===== src/rtl/ex_stage.sv =====
// Execute stage of the RV32I pipeline: ALU, branch/jump resolution, and the EX/MEM register.
// Define EX_FWD_EN to compile in operand forwarding from MEM and WB.
module ex_stage (
  input  logic        clk,
  input  logic        reset,
  input  logic        stall,
  input  logic        memread_EX,
  input  logic        memwrite_EX,
  input  logic        regwrite_EX,
  input  logic        j_EX,
  input  logic        br_EX,
  input  logic [31:0] PC_EX,
  input  logic [31:0] rs1_data_EX,
  input  logic [31:0] rs2_data_EX,
  input  logic [31:0] imm_EX,
  input  logic [4:0]  rs1_EX,
  input  logic [4:0]  rs2_EX,
  input  logic [4:0]  rd_EX,
  input  logic        jalr_EX,
  input  logic        sub_EX,
  input  logic        sra_EX,
  input  logic        shdir_EX,
  input  logic        Asrc_EX,
  input  logic        Bsrc_EX,
  input  logic [2:0]  funct3_EX,
  input  logic [2:0]  ALUOP_EX,
  input  logic        regwrite_WB,
  input  logic [4:0]  rd_WB,
  input  logic [31:0] wb_data_WB,
  output logic        flush,
  output logic [31:0] redirect_PC,
  output logic        memread_MEM,
  output logic        memwrite_MEM,
  output logic        regwrite_MEM,
  output logic [31:0] alu_result_MEM,
  output logic [31:0] store_data_MEM,
  output logic [4:0]  rd_MEM,
  output logic [2:0]  funct3_MEM
);

  logic [31:0] fwd_rs1, fwd_rs2;

`ifdef EX_FWD_EN
  // MEM wins over WB; a load in MEM has no data yet, and x0 is never forwarded.
  function automatic logic [31:0] forward(input logic [4:0] idx, input logic [31:0] rf_data);
    if (regwrite_MEM && !memread_MEM && rd_MEM != 5'd0 && rd_MEM == idx)
      return alu_result_MEM;
    else if (regwrite_WB && rd_WB != 5'd0 && rd_WB == idx)
      return wb_data_WB;
    else
      return rf_data;
  endfunction

  assign fwd_rs1 = forward(rs1_EX, rs1_data_EX);
  assign fwd_rs2 = forward(rs2_EX, rs2_data_EX);
`else
  assign fwd_rs1 = rs1_data_EX;
  assign fwd_rs2 = rs2_data_EX;

  logic unused_fwd;
  assign unused_fwd = ^{regwrite_WB, rd_WB, wb_data_WB, rs1_EX, rs2_EX};
`endif

  logic [31:0] op_a, op_b, alu_out, target;
  logic [4:0]  shamt;
  logic        cond, taken;

  assign op_a  = Asrc_EX ? PC_EX : fwd_rs1;
  assign op_b  = Bsrc_EX ? imm_EX : fwd_rs2;
  assign shamt = op_b[4:0];

  // NOTE: every variable written in always_comb gets a default first, so no path can infer a latch.
  always_comb begin
    alu_out = op_b;
    case (ALUOP_EX)
      3'b000: alu_out = sub_EX ? op_a - op_b : op_a + op_b;
      3'b001: begin
        if (!shdir_EX)   alu_out = op_a << shamt;
        else if (sra_EX) alu_out = 32'($signed(op_a) >>> shamt);
        else             alu_out = op_a >> shamt;
      end
      3'b010: alu_out = {31'd0, $signed(op_a) < $signed(op_b)};
      3'b011: alu_out = {31'd0, op_a < op_b};
      3'b100: alu_out = op_a ^ op_b;
      3'b101: alu_out = op_a | op_b;
      3'b110: alu_out = op_a & op_b;
      default: alu_out = op_b;
    endcase
  end

  always_comb begin
    cond = 1'b0;
    case (funct3_EX)
      3'b000: cond = fwd_rs1 == fwd_rs2;
      3'b001: cond = fwd_rs1 != fwd_rs2;
      3'b100: cond = $signed(fwd_rs1) < $signed(fwd_rs2);
      3'b101: cond = $signed(fwd_rs1) >= $signed(fwd_rs2);
      3'b110: cond = fwd_rs1 < fwd_rs2;
      3'b111: cond = fwd_rs1 >= fwd_rs2;
      default: cond = 1'b0;
    endcase
  end

  // A stalled redirect is held back so ID/EX does not wipe the instruction still waiting in EX.
  assign taken       = ~stall & (j_EX | (br_EX & cond));
  assign target      = jalr_EX ? ((fwd_rs1 + imm_EX) & ~32'd1) : (PC_EX + imm_EX);
  assign flush       = taken;
  assign redirect_PC = target;

  // NOTE: sequential state uses non-blocking assignments so every flop samples pre-edge values.
  always_ff @(posedge clk or posedge reset) begin
    if (reset) begin
      memread_MEM    <= 1'b0;
      memwrite_MEM   <= 1'b0;
      regwrite_MEM   <= 1'b0;
      alu_result_MEM <= 32'd0;
      store_data_MEM <= 32'd0;
      rd_MEM         <= 5'd0;
      funct3_MEM     <= 3'd0;
    end else if (!stall) begin
      memread_MEM    <= memread_EX;
      memwrite_MEM   <= memwrite_EX;
      regwrite_MEM   <= regwrite_EX;
      alu_result_MEM <= j_EX ? PC_EX + 32'd4 : alu_out;
      store_data_MEM <= fwd_rs2;
      rd_MEM         <= rd_EX;
      funct3_MEM     <= funct3_EX;
    end
  end

endmodule

===== config.mk =====
export PLATFORM = sky130hd
export DESIGN_NAME = ex_stage
export DESIGN_NICKNAME = d
export VERILOG_FILES = /design/src/rtl/ex_stage.sv
export SDC_FILE = /design/constraint.sdc
export NUM_CORES = 1
export LEC_CHECK = 0
export ABC_AREA = 1
export BUFFER_PORTS_ARGS = -buffer_cell sky130_fd_sc_hd__buf_2
export CORE_MARGIN = 1.5
export CORE_UTILIZATION = 54
export CTS_CLUSTER_SIZE = 24
export DETAILED_ROUTE_END_ITERATION = 8
export PLACE_DENSITY = 0.8
export SLEW_MARGIN = 40
export SYNTH_ARGS = -nofsm -noshare
export SYNTH_HDL_FRONTEND = slang
export SYNTH_SLANG_ARGS = --single-unit

===== constraint.sdc =====
create_clock -name clk -period 2.22 [get_ports clk]
set_input_delay 0.222 -clock clk [delete_from_list [all_inputs] [get_ports clk]]
set_output_delay 0.222 -clock clk [all_outputs]
set_load 0.02 [all_outputs]

==> results.json, run 1 <==
{
  "status": "aborted with a tool error",
  "lastStage": "global routing (5_1_grt)",
  "stop_error": "[ERROR GRT-0116] Global routing finished with congestion. Check the congestion regions in the DRC Viewer.",
  "hpwl_um": 80600,
  "synth_edf_count": 0,
  "grt_pass1_vias": 40500,
  "avgSynthCellArea_um2": 5.41,
  "ys.warnings.count": 0,
  "synth_flop_cell": "dfrtp_1",
  "synthMuxAreaShare_pct": 0.0538,
  "grt_max_degree": 57,
  "rows": 67,
  "synth-simple-area-share_pct": 43.7,
  "ctsHtreeMaxLevel": 3,
  "synth_async_sr_flop_share_pct": 100,
  "cts_root_buffer": "clkbuf_16",
  "synth-xor-area-share_pct": 1.60,
  "grt_overflow": 1158,
  "synth_cells": 3442,
  "dpl-instance-area_mm2": 0.0256,
  "clockBufferDepth": 2,
  "yosys.area.top_type": "nand2_1",
  "synth_top_family_by_area": "simple AND/OR/NAND/NOR gates",
  "place_ws_ns": -1.07,
  "cts_made_buffers": 9,
  "synth_fa_ha_area_share_pct": 13.3,
  "fp.dieW_um": 189,
  "ys_seq_elements": 75,
  "synth_compound_area_share_pct": 20.4,
  "synth_nets": 3838,
  "synth_top_area_share_pct": 22.8,
  "start_util_pct": 55.2,
  "track_usage_pct": 94.7,
  "syn_area_mm2": 0.0186,
  "grt_pass1_wl_um": 264000,
  "die_h_um": 189,
  "synth_area_leaders": "nand2_1 (23%), ha_1 (13%), nand3_1 (10%)",
  "numPortBuffers": 260,
  "num_io_pins": 309,
  "synth.yosys.seq_area_share_pct": 10.1,
  "gp_congestion": 1.17,
  "synth_cell_types": 48,
  "cts_sinks": 75
}
==> per-stage QoR <==
stage	utilization (%)	instances
4_1_cts	92.0	4822
3_5_place_dp	75.9	4702
3_3_place_gp	75.9	4702
2_1_floorplan	-	3442
==> what timing repair did <==
action / CTS
endpoints found under the hold margin: 12
pin swaps: 311
cloned: 10
buffers inserted: 103
resized for setup: 1050
hold buffers: 1
endpoints found under the setup margin: 58
==> per-layer routing <==
layer | track usage [%] | overflow
met1 | 90.8 | 51
met4 | 97.1 | 257
met5 | 66.1 | 4
met2 | 109 | 808
met3 | 84.1 | 38
==> cell usage after synthesis, types with 6 or more instances <==
master / count
o21ai_1: 16
a31oi_1: 8
xor2_1: 23
a221oi_1: 15
a21oi_1: 298
buf_2: 42
nor3_1: 34
nand3b_1: 9
nand2_1: 1129
dfrtp_1: 75
nor4_1: 21
inv_1: 356
a211oi_1: 12
o21ai_0: 244
o211ai_1: 11
xnor2_1: 11
nor2_1: 281
buf_1: 6
nand4_1: 42
o21bai_1: 20
or2_2: 36
nand3_1: 381
o21a_1: 13
buf_4: 10
inv_2: 6
o22ai_1: 15
a21o_1: 11
ha_1: 191
buf_6: 6
a21boi_0: 9
clkbuf_1: 76
==> logic make-up after synthesis <==
logic type | count (synthesis)
muxes | 1
adders and majority gates | 195
buffers and inverters | 504
and+or+nand+nor | 1944
AOI/OAI and AO/OA | 689
xor gates and xnor gates | 34
DFF | 75
==> run 2, diff against run 1 <==
--- a/config.mk
+++ b/config.mk
@@ -8,10 +8,9 @@
 export ABC_AREA = 1
 export BUFFER_PORTS_ARGS = -buffer_cell sky130_fd_sc_hd__buf_2
 export CORE_MARGIN = 1.5
-export CORE_UTILIZATION = 54
-export CTS_CLUSTER_SIZE = 24
+export CORE_UTILIZATION = 40
 export DETAILED_ROUTE_END_ITERATION = 8
-export PLACE_DENSITY = 0.8
+export PLACE_DENSITY_LB_ADDON = 0.15
 export SLEW_MARGIN = 40
 export SYNTH_ARGS = -nofsm -noshare
 export SYNTH_HDL_FRONTEND = slang
==> constraint.sdc (replaced) <==
create_clock -name clk -period 2.9 [get_ports clk]
set_input_delay 0.29 -clock clk [delete_from_list [all_inputs] [get_ports clk]]
set_output_delay 0.29 -clock clk [all_outputs]
set_load 0.02 [all_outputs]
==> results.json, run 2 <==
{
  "drt_iter0_drc": 2948,
  "firstDrtPassIters": 7,
  "critPathKind": "in2out",
  "grt_overflow": 0,
  "yosys.area.top_type": "nand2_1",
  "fin_crit_sh_pct": 100,
  "start_util_pct": 40.8,
  "violations": "negative setup slack",
  "fp.dieW_um": 219,
  "synth_top_area_share_pct": 22.8,
  "cp_max_fo": 3,
  "min_path_type": "in2reg",
  "ys_seq_elements": 75,
  "vias": 26700,
  "dr_wl_met3_um": 9860,
  "fillers": 4945,
  "synth_top_family_by_area": "simple AND/OR/NAND/NOR gates",
  "die-area_mm2": 0.0478,
  "holdWs_ns": 0.103,
  "synth_edf_count": 0,
  "maxCapViolCount": 0,
  "synth_common_cells": "nand2_1 (1,129), nand3_1 (381), inv_1 (356)",
  "ant_nets": 0,
  "fin_crit_ns": 2.90,
  "cts_tree": "built",
  "clkSlewWorstSetupHoldPaths_ns": 0.06,
  "avgSynthCellArea_um2": 5.41,
  "num_io_pins": 309,
  "start_kind": "input pin",
  "setup_slack_ns": -0.00162,
  "final_util_pct": 55.4,
  "path_buf_inv": 4,
  "vias_per_cell": 5.67,
  "cts_root_buffer": "clkbuf_16",
  "routed_wl_um": 100000,
  "finalSetupTns_ns": -0.00162,
  "synthMuxAreaShare_pct": 0.0538,
  "worstMarginPinSlew_ns": 0.918,
  "nets": 4501,
  "drv_slew": 0,
  "rows": 78,
  "synth-xor-area-share_pct": 1.60,
  "critPathMostFrequentCell": "nand2_1",
  "layout_commonest_cell": "nand2_1",
  "endpoint_kind": "output pin",
  "final-hold-violation-count": 0,
  "ys.warnings.count": 0,
  "finalSetupViolCount": 1,
  "dpl-instance-area_mm2": 0.0241,
  "drcViolationCount": 0,
  "synth_area_leaders": "nand2_1 (23%), ha_1 (13%), nand3_1 (10%)",
  "wl_met2_um": 43900,
  "synth.most_common_cell": "nand2_1",
  "critPathLaunch": "imm_EX[10]",
  "core_area_mm2": 0.0457,
  "hpwl_um": 82000,
  "track_usage_pct": 40.7,
  "area_growth_pct": 36.0,
  "cts_sinks": 75,
  "synth_nets": 3838,
  "wl_met1_um": 40400,
  "status": "finished, violations left",
  "clock.fmax_mhz": 345,
  "synth_fa_ha_area_share_pct": 13.3,
  "synth-simple-area-share_pct": 43.7,
  "clock_latency_ns": 0.38,
  "rr_startpoint": "alu_result_MEM[11]",
  "crit_family": "simple AND/OR/NAND/NOR gates",
  "numPortBuffers": 260,
  "synth_cells": 3442,
  "grt_pass1_vias": 24900,
  "synth_compound_area_share_pct": 20.4,
  "leakagePower_nw": 13.7,
  "die_h_um": 219,
  "synth_async_sr_flop_share_pct": 100,
  "wl_per_cell_um": 21.2,
  "skew_ns": 0,
  "relSlewSlack_pct": 38.7,
  "grt_max_degree": 112,
  "worstHoldStart": "memread_EX",
  "crit_chain": "buf_2 -> buf_4 -> ha_1 -> nand2_1 -> nor2_1 -> nor3b_1 -> a21oi_2 -> inv_1 -> nand2_1 -> nand2_1 -> nand2_1 -> o21ai_2 -> nand2_1 -> nand3b_1 -> nand3_1 -> o21ai_0 -> buf_2",
  "slowest_stage": "ha_1",
  "synth_cell_types": 48,
  "peakVddDrop_mv": 0.272,
  "syn_area_mm2": 0.0186,
  "grt_setup_unrepaired": "yes",
  "critPathMaxStageDelay_ns": 0.28,
  "cts_made_buffers": 9,
  "ctsHtreeMaxLevel": 3,
  "clockBufferDepth": 2,
  "powerDensity_mw_per_mm2": 346,
  "drive_gt1_share_pct": 24.8,
  "antenna_found_initial": 4,
  "grt_pass1_wl_um": 147000,
  "synth_flop_cell": "dfrtp_1",
  "cp.arrival_ns": 2.61,
  "stdcell_area_mm2": 0.0253,
  "synth.yosys.seq_area_share_pct": 10.1,
  "final_cell_mix": "nand2_1 (1,107), buf_4 (514), nand3_1 (373)",
  "required_ns": 2.61,
  "routed.top_layer": "met5",
  "gp_congestion": 1.10,
  "top_regs": "alu_result_MEM: 32 flops, store_data_MEM: 32 flops, rd_MEM: 5 flops"
}
## run 2: cell counts after synthesis
Identical to the previous run, type by type.
## run 2: logic make-up after synthesis
group / after synthesis
compound gates: 689
xor+xnor: 34
fa+ha+maj: 195
buf+inv: 504
flops: 75
mux: 1
simple gates: 1944
## run 2: layout make-up
| type | count | area [um2] | area share (%) |
|---|---|---|---|
| diodes | 2 | 5.00 | 0.0198 |
| multi-input cells | 2863 | 15400 | 61.0 |
| well taps | 600 | 751 | 2.97 |
| flip-flops and latches | 75 | 1880 | 7.42 |
| clock inverters | 5 | 77.6 | 0.307 |
| inverters | 363 | 1360 | 5.39 |
| clock buffers | 10 | 239 | 0.944 |
| repair buffers | 793 | 5560 | 22.0 |
## run 2: worst reg2reg max path, cell delays in order, from the launching register on
cell and delay, ns:
dfrtp_1 0.49, nor2_1 0.15, nor2_1 0.06
## run 2: power by group
part           total (mW)  switching, mW  internal (mW)  leakage (nW)
registers            1.26         0.0994           1.16         0.895
clock network        1.34          0.567          0.770         0.154
logic                6.18           3.83           2.35          12.6
## run 2: timing repair
| action | 4_1_cts | 5_1_grt |
|---|---|---|
| pin swaps | 2 | 36 |
| gates cloned | 0 | 1 |
| resized for setup | 23 | 219 |
| setup endpoints to repair | 19 | 46 |
| hold buffers | 1 | 0 |
| endpoints found under the hold margin | 1 | 0 |
| buffers inserted | 1 | 11 |
## run 2: final timing paths
path                                 endpoint  slack [ns]  cells past startpoint
setup / recovery              redirect_PC[26]      -0.002                     17
hold / removal                    memread_MEM        0.10                      3
setup reg to reg           alu_result_MEM[11]        2.10                      2
hold reg to reg                  memwrite_MEM        0.47                      2
max in group asynchronous  store_data_MEM[24]        1.94                      4
min in group asynchronous         memread_MEM        0.55                      4
## run 2: routing by layer
metal,track usage [%],vias up
met1,52.3,12200
met3,7.77,279
met2,64.6,1446
li1,-,12700
met5,0,-
met4,21.2,2
## run 2: per-stage QoR
step                instances  setup slack [ns]  total power, mW
floorplan                3442            0.0804             4.36
CTS                      4697          0.000117             8.32
detailed placement       4680            -0.542             6.95
finish                   4711          -0.00162             8.77
global route             4710            -0.160             9.29
global placement         4680            -0.477             6.95
No activity file was read; power rests on OpenSTA's default activity.
